$ cat src/rtl/vproc_pkg.sv
// vproc_pkg: shared types and constants for the vector datapath.
//   LANES/LANE_W/VEC_W : vector geometry (4 x 32 = 128 bits)
//   REG_AW/MEM_AW      : register-bank and memory address widths
//   lane_t/vec_t       : lane and full-vector data types
//   ld_state_e         : vector load FSM states
package vproc_pkg;

  localparam int LANES   = 4;
  localparam int LANE_W  = 32;
  localparam int VEC_W   = LANES * LANE_W;
  localparam int REG_AW  = 4;
  localparam int MEM_AW  = 32;
  localparam int LANE_IW = $clog2(LANES);

  typedef logic [LANE_W-1:0]  lane_t;
  typedef logic [VEC_W-1:0]   vec_t;
  typedef logic [LANE_IW-1:0] lane_idx_t;

  typedef enum logic [1:0] {
    S_IDLE  = 2'd0,
    S_REQ   = 2'd1,
    S_DRAIN = 2'd2,
    S_WRITE = 2'd3
  } ld_state_e;

endpackage

$ cat src/rtl/vlane_packer.sv
// vlane_packer: 128-bit vector assembly register.
// Ports:
//   clk, rst    : clock, asynchronous active-high reset
//   clr         : clear the whole register (priority over writes)
//   wr_en       : write wr_data into the register this edge
//   wr_lane     : target lane for a normal write (lane 0 at LSBs)
//   bcast_fill  : when writing, replicate wr_data into every lane
//   wr_data     : lane data
//   vec         : current assembled vector
module vlane_packer
  import vproc_pkg::*;
(
  input  logic      clk,
  input  logic      rst,
  input  logic      clr,
  input  logic      wr_en,
  input  lane_idx_t wr_lane,
  input  logic      bcast_fill,
  input  lane_t     wr_data,
  output vec_t      vec
);

  vec_t vec_q, vec_d;

  always_comb begin
    vec_d = vec_q;
    if (clr) begin
      vec_d = '0;
    end else if (wr_en) begin
      if (bcast_fill) begin
        vec_d = {LANES{wr_data}};
      end else begin
        vec_d[wr_lane*LANE_W +: LANE_W] = wr_data;
      end
    end
  end

  always_ff @(posedge clk or posedge rst) begin
    if (rst) vec_q <= '0;
    else     vec_q <= vec_d;
  end

  assign vec = vec_q;

endmodule

$ cat src/rtl/vreg_loader.sv
// vreg_loader: vector load writer for the vector register bank.
// Reads four consecutive 32-bit words starting at base_addr (one per cycle,
// one-cycle memory latency), packs them into a 128-bit vector and writes it
// to the bank through we3/wa3/wd3 for one cycle.
// Optional feature: define VLOADER_BCAST_EN to add the bcast input; a command
// with bcast=1 reads one word and replicates it into all lanes.
// Ports:
//   clk, rst            : clock, asynchronous active-high reset
//   start, dst, base_addr [, bcast] : command (sampled only in IDLE)
//   busy, done          : status; done pulses with we3
//   mem_re, mem_addr    : memory read request / byte address
//   mem_rdata           : read data, valid the cycle after mem_re
//   we3, wa3, wd3       : register bank write port
//
// state   | meaning
// --------+-----------------------------------------------
// S_IDLE  | waiting for start, busy=0
// S_REQ   | issuing reads, lane counter 0..3 (0 only for bcast)
// S_DRAIN | last read data arrives and is captured
// S_WRITE | we3/done high for one cycle, then back to S_IDLE
module vreg_loader
  import vproc_pkg::*;
(
  input  logic              clk,
  input  logic              rst,
  input  logic              start,
  input  logic [REG_AW-1:0] dst,
  input  logic [MEM_AW-1:0] base_addr,
`ifdef VLOADER_BCAST_EN
  input  logic              bcast,
`endif
  output logic              busy,
  output logic              done,
  output logic              mem_re,
  output logic [MEM_AW-1:0] mem_addr,
  input  logic [LANE_W-1:0] mem_rdata,
  output logic              we3,
  output logic [REG_AW-1:0] wa3,
  output logic [VEC_W-1:0]  wd3
);

  ld_state_e         state_q, state_d;
  lane_idx_t         cnt_q, cnt_d;
  logic [REG_AW-1:0] dst_q, dst_d;
  logic [MEM_AW-1:0] base_q, base_d;
  logic              cap_v_q, cap_v_d;
  lane_idx_t         cap_lane_q, cap_lane_d;
  logic              bcast_q, bcast_d;
  logic              accept;
  vec_t              vec;

  assign accept = (state_q == S_IDLE) && start;

  // ---------------- state register ----------------
  always_ff @(posedge clk or posedge rst) begin
    if (rst) begin
      state_q    <= S_IDLE;
      cnt_q      <= '0;
      dst_q      <= '0;
      base_q     <= '0;
      cap_v_q    <= 1'b0;
      cap_lane_q <= '0;
      bcast_q    <= 1'b0;
    end else begin
      state_q    <= state_d;
      cnt_q      <= cnt_d;
      dst_q      <= dst_d;
      base_q     <= base_d;
      cap_v_q    <= cap_v_d;
      cap_lane_q <= cap_lane_d;
      bcast_q    <= bcast_d;
    end
  end

  // ---------------- next-state logic ----------------
  always_comb begin
    state_d    = state_q;
    cnt_d      = cnt_q;
    dst_d      = dst_q;
    base_d     = base_q;
    bcast_d    = bcast_q;
    // Each read's data is captured one cycle after its request.
    cap_v_d    = (state_q == S_REQ);
    cap_lane_d = cnt_q;

    unique case (state_q)
      S_IDLE: begin
        if (accept) begin
          state_d = S_REQ;
          cnt_d   = '0;
          dst_d   = dst;
          base_d  = base_addr;
`ifdef VLOADER_BCAST_EN
          bcast_d = bcast;
`else
          bcast_d = 1'b0;
`endif
        end
      end
      S_REQ: begin
        cnt_d = cnt_q + 1'b1;
        if (bcast_q || (cnt_q == lane_idx_t'(LANES-1))) state_d = S_DRAIN;
      end
      S_DRAIN: state_d = S_WRITE;
      S_WRITE: state_d = S_IDLE;
      default: state_d = S_IDLE;
    endcase
  end

  // ---------------- outputs ----------------
  always_comb begin
    busy     = (state_q != S_IDLE);
    mem_re   = (state_q == S_REQ);
    we3      = (state_q == S_WRITE);
    done     = we3;
    // Address wraps modulo 2^MEM_AW; base low bits pass through untouched.
    mem_addr = mem_re ? (base_q + {{(MEM_AW-LANE_IW-2){1'b0}}, cnt_q, 2'b00}) : '0;
    wa3      = we3 ? dst_q : '0;
    wd3      = we3 ? vec   : '0;
  end

  vlane_packer u_packer (
    .clk        (clk),
    .rst        (rst),
    .clr        (accept),
    .wr_en      (cap_v_q),
    .wr_lane    (cap_lane_q),
    .bcast_fill (bcast_q),
    .wr_data    (mem_rdata),
    .vec        (vec)
  );

endmodule

$ cat config.mk
export PLATFORM = sky130hd
export DESIGN_NAME = vreg_loader
export DESIGN_NICKNAME = d
export VERILOG_FILES = /design/src/rtl/vproc_pkg.sv /design/src/rtl/vlane_packer.sv /design/src/rtl/vreg_loader.sv
export SDC_FILE = /design/constraint.sdc
export NUM_CORES = 1
export LEC_CHECK = 0
export CAP_MARGIN = 10
export CORE_MARGIN = 3
export CORE_UTILIZATION = 49
export CTS_BUF_LIST = sky130_fd_sc_hd__clkbuf_4
export CTS_CLUSTER_SIZE = 24
export DETAILED_ROUTE_END_ITERATION = 6
export GPL_ROUTABILITY_DRIVEN = 0
export GPL_TIMING_DRIVEN = 0
export PLACE_DENSITY = 0.95
export SLEW_MARGIN = 20
export SYNTH_ARGS = -nofsm -noshare
export SYNTH_HDL_FRONTEND = slang
export SYNTH_SLANG_ARGS = --single-unit
$ cat constraint.sdc
create_clock -name clk -period 6 [get_ports clk]
set_input_delay 0.9 -clock clk [delete_from_list [all_inputs] [get_ports clk]]
set_output_delay 0.9 -clock clk [all_outputs]
set_load 0.01 [all_outputs]
==> out/qor.csv <==
stage,metric,value,unit
cts,CTS Hold Bufs,0,
grt,first-pass GRT wire length,37100,um
logic_synthesis,Synth top area share,53.7,%
status,status,"complete, no violations",
route,via count,6723,
cts,CTS resizes,0,
cts,postcts setup bufs,0,
route,Routed wire per std cell,20.0,um
timing,Rel. slew slack,52.1,%
grt,global route overflow,0,
logic_synthesis,Post-Syn Area per Cell,11.4,um^2
floorplanning,Initial Util,51.3,%
cells_and_area,share of cells above drive strength 1,7.64,%
logic_synthesis,Mapped Cells,697,
floorplanning,Die ar.,17800,um^2
hold_path,worst hold path class,reg -> reg,
setup_path,crit path from,cap_lane_d[0]$_DFFE_PP0P_,
pwr,P per Cell Area,350,nW/um^2
setup_path,Worst Path Required,5.10,ns
route,post-route ant nets,0,
placed_design,Final HPWL DP,17600,um
logic_synthesis,post-synth top area cell,dfrtp_1,
timing,clk_skew,0.0200,ns
logic_synthesis,post-synth cell types,46,
cells_and_area,"commonest non-fill, non-tap cell in the layout",clkdlybuf4s50_1,
setup_path,"slowest stage cell, crit path",clkdlybuf4s50_1,
cts,CTS buffer count,17,
setup_path,max incr delay on CP,0.57,ns
route,final wirelength,23600,um
route,Iter 0 DRT Violations,402,
timing,Max Freq,0.236,GHz
floorplanning,die width,133,um
cts,TritonCTS clock tree,yes,
grt,Overall Global Routing Usage,26.5,%
grt,initial antenna violation count,1,
logic_synthesis,asr flop ratio synth,100,%
placed_design,port bufs,238,
timing,fin. max-slew vios,0,
cells_and_area,footprint of the multi-input gates,3440,um^2
setup_path,Worst setup SP type,register,
setup_path,worst-path cell chain,ha_1 -> fa_1 -> and4_1 -> nand3_2 -> or4_1 -> a21oi_1 -> clkdlybuf4s50_1,
setup_path,WP depth,7,
timing,RSZ-0062 raised after global routing,false,
pwr,Max rail drop VDD,0.000326,V
logic_synthesis,Post-synth EDFFs,0,
grt,pin count of the biggest net entering global routing,104,
cells_and_area,final instance area,10900,um^2
cts,Clock Tree Root,clkbuf_4,
timing,Final setup viols,0,
setup_path,CP Max Fanout,10,
route,Via-to-Cell Ratio,5.69,
floorplanning,Die Span Y,133,um
timing,"Hold Vio Cnt, Final",0,
pwr,"Power, Total",3.83,mW
timing,Hold Worst Slack,0.509,ns
logic_synthesis,Ys Warns,0,
setup_path,worst flop-to-flop path startpoint,state_q[0]$_DFFE_PP0P_,
logic_synthesis,Synth area leaders,"dfrtp_1 54%, a22o_1 14%, and2_1 11%",
setup_path,Worst EP arrival,3.33,ns
floorplanning,# IOs,239,
timing,Worst Tran Pin Value,0.713,ns
setup_path,WP buf/inv,1,
setup_path,Worst R2R Path Depth,7,
cells_and_area,Layout Area Growth over Synthesis,37.2,%
job,max-cap viol count,0,
grt,vias in the first global route,6877,
logic_synthesis,cell area after synthesis,7970,um^2
setup_path,CP endpoint kind,primary output,
route,DRC Markers,0,
logic_synthesis,Seq cells post-synth,171,
placed_design,DP Area,10600,um^2
logic_synthesis,Post-Syn Nets,781,
logic_synthesis,"Seq/Total Area, Yosys",53.7,%
cts,clock insertion delay at the later pin of the skew report,0.56,ns
cts,htree depth,4,
cells_and_area,FF+latch area,4280,um^2
setup_path,CP Class,reg -> out,
floorplanning,row cnt,45,
cts,Clock Pin Slew Worst Setup and Hold Paths,0.15,ns
logic_synthesis,Synth Flop Type,dfrtp_1,
timing,Tcrit/Tclk final,70.5,%
cts,clock buffer depth,2,
cts,CTS Sinks,171,
pwr,leak pwr,4.76,nW
hold_path,hold path startpoint,cap_lane_d[0]$_DFFE_PP0P_,
hold_path,hold depth,0,
cells_and_area,most frequent cells in the layout,"238 x clkdlybuf4s50_1, 171 x dfrtp_1, 137 x and2_1",
cells_and_area,Layout Nets,1039,
cells_and_area,FILL cells,1169,
timing,min Tclk post-route,4.23,ns
floorplanning,core area,15500,um^2
route,1st-pass router iterations,5,
setup_path,Worst path top cell family by delay,simple AND/OR/NAND/NOR gates,
layer usage:
layer  part of all wire, %  track usage, %  wire [um]
met2                    50            44.2      11700
met5                     0               0          0
met1                    41            33.9       9750
met3                   5.7            5.59       1340
met4                   3.5            10.7        814
stage by stage:
step / setup WS [ns] / std cells / util, % / setup TNS [ns]
after floorplan: 0.468 / 697 / - / 0
final: 1.77 / 1181 / 70.3 / 0
after global placement: -1.65 / 1146 / 68.3 / -280.75
after CTS: 1.76 / 1179 / 70.3 / 0
after detailed placement: 2.41 / 1147 / 68.5 / 0
after global routing: 1.58 / 1180 / 70.3 / 0
report_power, final:
part           leakage [nW]  switching, mW  internal [mW]
clock network         0.148          0.455          0.188
logic                  2.32          0.811          0.692
registers              2.29          0.262           1.42
synthesized netlist by cell type, types with 2 or more instances:
| master | number |
|---|---|
| dfrtp_1 | 171 |
| and2_1 | 137 |
| a22o_1 | 128 |
| clkbuf_1 | 45 |
| mux2_2 | 31 |
| nand2_1 | 24 |
| nor2_1 | 22 |
| ha_1 | 12 |
| inv_1 | 12 |
| o21ai_0 | 12 |
| a21oi_1 | 10 |
| nand3_1 | 10 |
| xnor2_1 | 9 |
| mux2i_1 | 8 |
| nand2b_1 | 8 |
| nand4_1 | 8 |
| nor3_1 | 5 |
| nor4_1 | 4 |
| xor2_1 | 4 |
| and4_1 | 3 |
| buf_1 | 3 |
| and3_1 | 2 |
| and4b_1 | 2 |
| buf_2 | 2 |
| o21a_1 | 2 |
| o31ai_1 | 2 |
| or4_1 | 2 |
worst paths after layout:
path,endpoint,slack (ns)
max in group asynchronous,u_packer.vec[30]$_DFFE_PP0P_,4.39
min in group asynchronous,u_packer.vec[99]$_DFFE_PP0P_,0.75
setup reg to reg,u_packer.vec[105]$_DFFE_PP0P_,3.50
setup / recovery,mem_addr[24],1.77
hold / removal,cap_lane_q[0]$_DFF_PP0_,0.51
hold reg to reg,cap_lane_q[0]$_DFF_PP0_,0.51
final cells by class:
| cell class | count | area share (%) |
|---|---|---|
| inverter | 12 | 0.481 |
| clock buffer | 17 | 1.17 |
| sequential | 171 | 39.2 |
| timing repair buffer | 239 | 22.0 |
| clock inverter | 15 | 1.37 |
| buffer | 52 | 1.85 |
| multi-input combinational | 462 | 31.5 |
| tap | 211 | 2.42 |
| antenna | 2 | 0.0458 |
logic make-up after synthesis:
| group | after synthesis | synth area share [%] |
|---|---|---|
| mux | 39 | 5.39 |
| fa+ha+maj | 13 | 2.14 |
| xor+xnor | 13 | 1.43 |
| flops | 171 | 53.7 |
| buf+inv | 64 | 3.11 |
| simple gates | 238 | 17.8 |
| compound gates | 159 | 16.4 |
flip-flops by register name, indices dropped and copies added (netlist names):
signal        cells
cap_lane_d        2
dst_q             4
base_q           32
u_packer.vec    128
cap_lane_q        2
state_q           2
cap_v_q           1
worst reg2reg max path: cells and delay by family, from the launching register on:
kind                       cells  cell delay (ns)
DFF                            1             0.40
adders and majority gates      1             0.25
AOI/OAI and AO/OA              1             0.22
buffers and inverters          3             0.79
and+or+nand+nor                2             0.80
Note: power is estimated with default switching activity, not from simulation.
